[src/rtl/ace_snoop_initiator.sv]
// rtl/ace_snoop_initiator.sv - ACE snoop channel master: issues AC, collects CR and optional CD line.
// One outstanding snoop; every handshake output is a flop loaded from the next state.
module ace_snoop_initiator #(
  parameter int AddrWidth = 64,
  parameter int DataWidth = 64,
  parameter int CdBeats   = 2
) (
  input  logic                          clk_i,
  input  logic                          rst_i,
  input  logic                          req_valid_i,
  output logic                          req_ready_o,
  input  logic [AddrWidth-1:0]          req_addr_i,
  input  logic [3:0]                    req_snoop_i,
  input  logic [2:0]                    req_prot_i,
  output logic                          ac_valid_o,
  input  logic                          ac_ready_i,
  output logic [AddrWidth-1:0]          ac_addr_o,
  output logic [3:0]                    ac_snoop_o,
  output logic [2:0]                    ac_prot_o,
  input  logic                          cr_valid_i,
  output logic                          cr_ready_o,
  input  logic [4:0]                    cr_resp_i,
  input  logic                          cd_valid_i,
  output logic                          cd_ready_o,
  input  logic [DataWidth-1:0]          cd_data_i,
  input  logic                          cd_last_i,
  output logic                          rsp_valid_o,
  input  logic                          rsp_ready_i,
  output logic [4:0]                    rsp_crresp_o,
  output logic [DataWidth*CdBeats-1:0]  rsp_data_o,
  output logic                          rsp_err_o
);

  localparam int CntW = (CdBeats > 1) ? $clog2(CdBeats) : 1;
  localparam logic [CntW-1:0] LastCnt = CntW'(CdBeats - 1);

  typedef enum logic [2:0] {S_IDLE, S_AC, S_CR, S_CD, S_RSP} state_t;

  state_t                        r_state;
  state_t                        w_state_nxt;
  logic                          r_req_ready;
  logic                          r_ac_valid;
  logic                          r_cr_ready;
  logic                          r_cd_ready;
  logic                          r_rsp_valid;
  logic [AddrWidth-1:0]          r_ac_addr;
  logic [3:0]                    r_ac_snoop;
  logic [2:0]                    r_ac_prot;
  logic [4:0]                    r_crresp;
  logic [DataWidth*CdBeats-1:0]  r_data;
  logic                          r_err;
  logic [CntW-1:0]               r_cnt;

  logic w_req_hs, w_ac_hs, w_cr_hs, w_cd_hs, w_rsp_hs, w_cd_final;

  assign w_req_hs   = r_req_ready & req_valid_i;
  assign w_ac_hs    = r_ac_valid & ac_ready_i;
  assign w_cr_hs    = r_cr_ready & cr_valid_i;
  assign w_cd_hs    = r_cd_ready & cd_valid_i;
  assign w_rsp_hs   = r_rsp_valid & rsp_ready_i;
  assign w_cd_final = (r_cnt == LastCnt);

  always_comb begin
    w_state_nxt = r_state;
    case (r_state)
      S_IDLE: if (w_req_hs) w_state_nxt = S_AC;
      S_AC:   if (w_ac_hs) w_state_nxt = S_CR;
      S_CR:   if (w_cr_hs) w_state_nxt = cr_resp_i[0] ? S_CD : S_RSP;
      S_CD:   if (w_cd_hs && w_cd_final) w_state_nxt = S_RSP;
      S_RSP:  if (w_rsp_hs) w_state_nxt = S_IDLE;
      default: w_state_nxt = S_IDLE;
    endcase
  end

  always_ff @(posedge clk_i or posedge rst_i) begin
    if (rst_i) begin
      r_state     <= S_IDLE;
      r_req_ready <= 1'b0;
      r_ac_valid  <= 1'b0;
      r_cr_ready  <= 1'b0;
      r_cd_ready  <= 1'b0;
      r_rsp_valid <= 1'b0;
      r_ac_addr   <= '0;
      r_ac_snoop  <= '0;
      r_ac_prot   <= '0;
      r_crresp    <= '0;
      r_data      <= '0;
      r_err       <= 1'b0;
      r_cnt       <= '0;
    end else begin
      r_state     <= w_state_nxt;
      r_req_ready <= (w_state_nxt == S_IDLE);
      r_ac_valid  <= (w_state_nxt == S_AC);
      r_cr_ready  <= (w_state_nxt == S_CR);
      r_cd_ready  <= (w_state_nxt == S_CD);
      r_rsp_valid <= (w_state_nxt == S_RSP);
      if (w_req_hs) begin
        r_ac_addr  <= req_addr_i;
        r_ac_snoop <= req_snoop_i;
        r_ac_prot  <= req_prot_i;
        r_crresp   <= '0;
        r_data     <= '0;
        r_err      <= 1'b0;
        r_cnt      <= '0;
      end
      if (w_cr_hs) r_crresp <= cr_resp_i;
      // Early or missing last flags an error but never shortens the line.
      if (w_cd_hs) begin
        r_data[r_cnt*DataWidth +: DataWidth] <= cd_data_i;
        r_cnt <= w_cd_final ? '0 : r_cnt + 1'b1;
        if (w_cd_final ? !cd_last_i : cd_last_i) r_err <= 1'b1;
      end
    end
  end

  assign req_ready_o  = r_req_ready;
  assign ac_valid_o   = r_ac_valid;
  assign ac_addr_o    = r_ac_addr;
  assign ac_snoop_o   = r_ac_snoop;
  assign ac_prot_o    = r_ac_prot;
  assign cr_ready_o   = r_cr_ready;
  assign cd_ready_o   = r_cd_ready;
  assign rsp_valid_o  = r_rsp_valid;
  assign rsp_crresp_o = r_crresp;
  assign rsp_data_o   = r_data;
  assign rsp_err_o    = r_err;

endmodule

[config.mk]
export PLATFORM = sky130hd
export DESIGN_NAME = ace_snoop_initiator
export DESIGN_NICKNAME = d
export VERILOG_FILES = /design/src/rtl/ace_snoop_initiator.sv
export SDC_FILE = /design/constraint.sdc
export NUM_CORES = 1
export LEC_CHECK = 0
export CAP_MARGIN = 20
export CORE_UTILIZATION = 38
export CTS_CLUSTER_SIZE = 25
export DETAILED_ROUTE_END_ITERATION = 12
export PLACE_DENSITY_LB_ADDON = 0.15
export SETUP_SLACK_MARGIN = 0.4
export SLEW_MARGIN = 20
export SYNTH_ARGS = -nofsm -noshare
export SYNTH_HDL_FRONTEND = slang
export SYNTH_SLANG_ARGS = --single-unit
export TNS_END_PERCENT = 5
[constraint.sdc]
create_clock -name clk_i -period 6.9 [get_ports clk_i]
set_input_delay 1.035 -clock clk_i [delete_from_list [all_inputs] [get_ports clk_i]]
set_output_delay 1.035 -clock clk_i [all_outputs]
set_load 0.1 [all_outputs]
==> flow_metrics.env <==
export IMPL_run_status="complete, no violations"
export IMPL_place_congestion=0.790
export IMPL_clockRootBuffer="clkbuf_16"
export IMPL_dp_worst_setup_slack_ns=3.24
export IMPL_diodes=0
export IMPL_fin_tns_setup_ns=0
export IMPL_areaGrowthSynthToFinish_pct=56.5
export IMPL_hold_start="rsp_crresp_o[0]$_DFFE_PP0P_"
export IMPL_antenna_found_initial=0
export IMPL_port_buffers=357
export IMPL_cap_violations=0
export IMPL_clk_path_buf_depth=3
export IMPL_grt_pass1_wl_um=37100
export IMPL_synth_warnings=0
export IMPL_finalCritPeriodShare=0.460
export IMPL_required_ns=5.86
export IMPL_cts_sinks=214
export IMPL_critPathArrivalTime_ns=2.14
export IMPL_num_fill_cells=1747
export IMPL_cts_hold_fix_buffers=0
export IMPL_worst_slack_ns=3.73
export IMPL_cts_tree="built"
export IMPL_grt_setup_unrepaired="false"
export IMPL_synth_seq_cells=214
export IMPL_num_nets_final=1250
export IMPL_synth_xor_area_frac=0.00106
export IMPL_crit_chain="clkdlybuf4s50_1"
export IMPL_slew_viol_final=0
export IMPL_netlist_area_um2=8250
export IMPL_die_x_um=149
export IMPL_layout_common_cells="clkdlybuf4s50_1, nand2_1, dfrtp_1"
export IMPL_grt_max_degree=78
export IMPL_ant_nets=0
export IMPL_gr_usage_all_layers=0.213
export IMPL_clk_pin_slew_ns=0.06
export IMPL_cts_htree_levels=1
export IMPL_critPathLaunch="req_ready_o$_DFF_PP0_"
export IMPL_drc_errors=0
export IMPL_cp_num_buf_inv=1
export IMPL_clock_skew_ns=0.0171
export IMPL_criticalPathCategory="reg -> out"
export IMPL_die_y_um=149
export IMPL_drtIter0Drc=301
export IMPL_synth_compound_area_frac=0.0508
export IMPL_drt_pass1_iter_count=5
export IMPL_finalHoldViolCount=0
export IMPL_clock_fmax_ghz=0.315
export IMPL_wire_per_inst_um=17.2
export IMPL_max_stage_delay_ns=1.18
export IMPL_cts_setup_buffers=0
export IMPL_yosysSeqAreaShare=0.649
export IMPL_hpwlAfterDp_um=16300
export IMPL_syn_avg_cell_area_um2=10.9
export IMPL_cts_resized=0
export IMPL_worst_slew_pin_slew_ns=1.08
export IMPL_grt_pass1_vias=6667
export IMPL_drt_total_wl_um=24000
export IMPL_r2r_start="req_ready_o$_DFF_PP0_"
export IMPL_endpoint_kind="primary output"
export IMPL_synth_top_family_by_area="simple AND/OR/NAND/NOR gates"
export IMPL_drive_gt1_frac=0.116
export IMPL_critPathTopFamily="buffers and inverters"
export IMPL_clock_latency_ns=0.51
export IMPL_mostFrequentLayoutCell="clkdlybuf4s50_1"
export IMPL_syn_instance_count=760
export IMPL_hp_class="reg -> reg"
export IMPL_dieArea_um2=22300
export IMPL_worstPathMaxFanout=3
export IMPL_synthSimpleGateAreaFrac=0.172
export IMPL_gr_total_overflow=0
export IMPL_critPathLaunchType="register"
export IMPL_synth_adder_area_share=0
export IMPL_design_core_area_um2=21200
export IMPL_syn_nets=908
export IMPL_slowest_stage="clkdlybuf4s50_1"
export IMPL_initial_utilization=0.390
export IMPL_dr_total_vias=6660
export IMPL_fin_crit_ns=3.17
export IMPL_synth_mux_area_frac=0.101
export IMPL_yosys_cell_types_count=28
export IMPL_cts_buffers=24
export IMPL_viasPerCell=4.78
export IMPL_rows=53
export IMPL_finalSetupViolCount=0
export IMPL_max_slew_margin=0.276
export IMPL_pin_count=358
routing by layer:
layer,vias to the layer above,share of wire,global-route usage
li1,3195,-,-
met3,42,0.094,0.0703
met1,3154,0.40,0.264
met5,-,0,0
met2,269,0.47,0.349
met4,0,0.027,0.0714
path summary, 6_finish.rpt:
kind                                               endpoint  slack, ns  cells past startpoint
worst max-delay path                            req_ready_o       3.73                      1
worst min-delay path            rsp_crresp_o[0]$_DFFE_PP0P_       0.48                      1
worst max register to register    ac_addr_o[50]$_DFFE_PP0P_       4.51                      3
worst min register to register  rsp_crresp_o[0]$_DFFE_PP0P_       0.48                      1
max in group asynchronous         ac_addr_o[54]$_DFFE_PP0P_       4.56                      4
min in group asynchronous         ac_snoop_o[1]$_DFFE_PP0P_       1.03                      3
cell type report:
cell class	count	area [µm²]	area share
repair buffers	367	3660	0.284
flip-flops and latches	214	5360	0.415
inverters	1	7.51	0.000582
clock inverters	12	173	0.0134
clock buffers	30	674	0.0522
well taps	275	344	0.0267
multi-input cells	494	2700	0.209
logic make-up (layout without fill, tap and decap cells):
logic type,Yosys count,count (layout)
flops,214,214
simple gates,342,342
xor+xnor,1,1
buf+inv,52,410
mux,73,73
compound gates,78,78
synth_stat cells:
cell type | count | share of area
inv_1 | 1 | 0.00045
xnor2_1 | 1 | 0.0011
mux2_2 | 71 | 0.097
a21o_1 | 1 | 0.00091
nand2_1 | 260 | 0.12
buf_1 | 9 | 0.0041
nor2b_1 | 2 | 0.0015
buf_2 | 13 | 0.0079
o21ai_0 | 67 | 0.041
a22o_1 | 6 | 0.0064
nand3_2 | 1 | 0.0012
mux2i_1 | 1 | 0.0012
and3_1 | 2 | 0.0015
nand3_1 | 66 | 0.040
mux4_2 | 1 | 0.0027
and2_1 | 2 | 0.0015
nor2_1 | 3 | 0.0014
nand3b_1 | 2 | 0.0018
a211oi_1 | 1 | 0.00091
clkbuf_1 | 28 | 0.013
nor3_1 | 1 | 0.00061
nor2b_4 | 1 | 0.0017
a21oi_1 | 2 | 0.0012
a31oi_1 | 1 | 0.00076
nor3_2 | 1 | 0.0012
nand4b_1 | 1 | 0.0011
buf_6 | 1 | 0.0014
dfrtp_1 | 214 | 0.65
state kept, by name, indices dropped and copies added (netlist names), 3 cells and up:
signal	flops
rsp_data_o	128
ac_addr_o	64
rsp_crresp_o	5
ac_snoop_o	4
ac_prot_o	3
r_state	3
through the flow:
step / utilization / area [µm²] / cells / hold WS [ns]
6_report: 0.610 / 12900 / 1393 / 0.482
2_1_floorplan: - / 8260 / 760 / 0.500
3_3_place_gp: 0.569 / 12000 / 1350 / 0.460
4_1_cts: 0.609 / 12900 / 1392 / 0.482
5_1_grt: 0.610 / 12900 / 1393 / 0.510
3_5_place_dp: 0.569 / 12000 / 1350 / 0.469
Power is left out: the tool's default activity adds up to more than one toggle a clock period on the data nets, which glitch-free logic cannot reach.
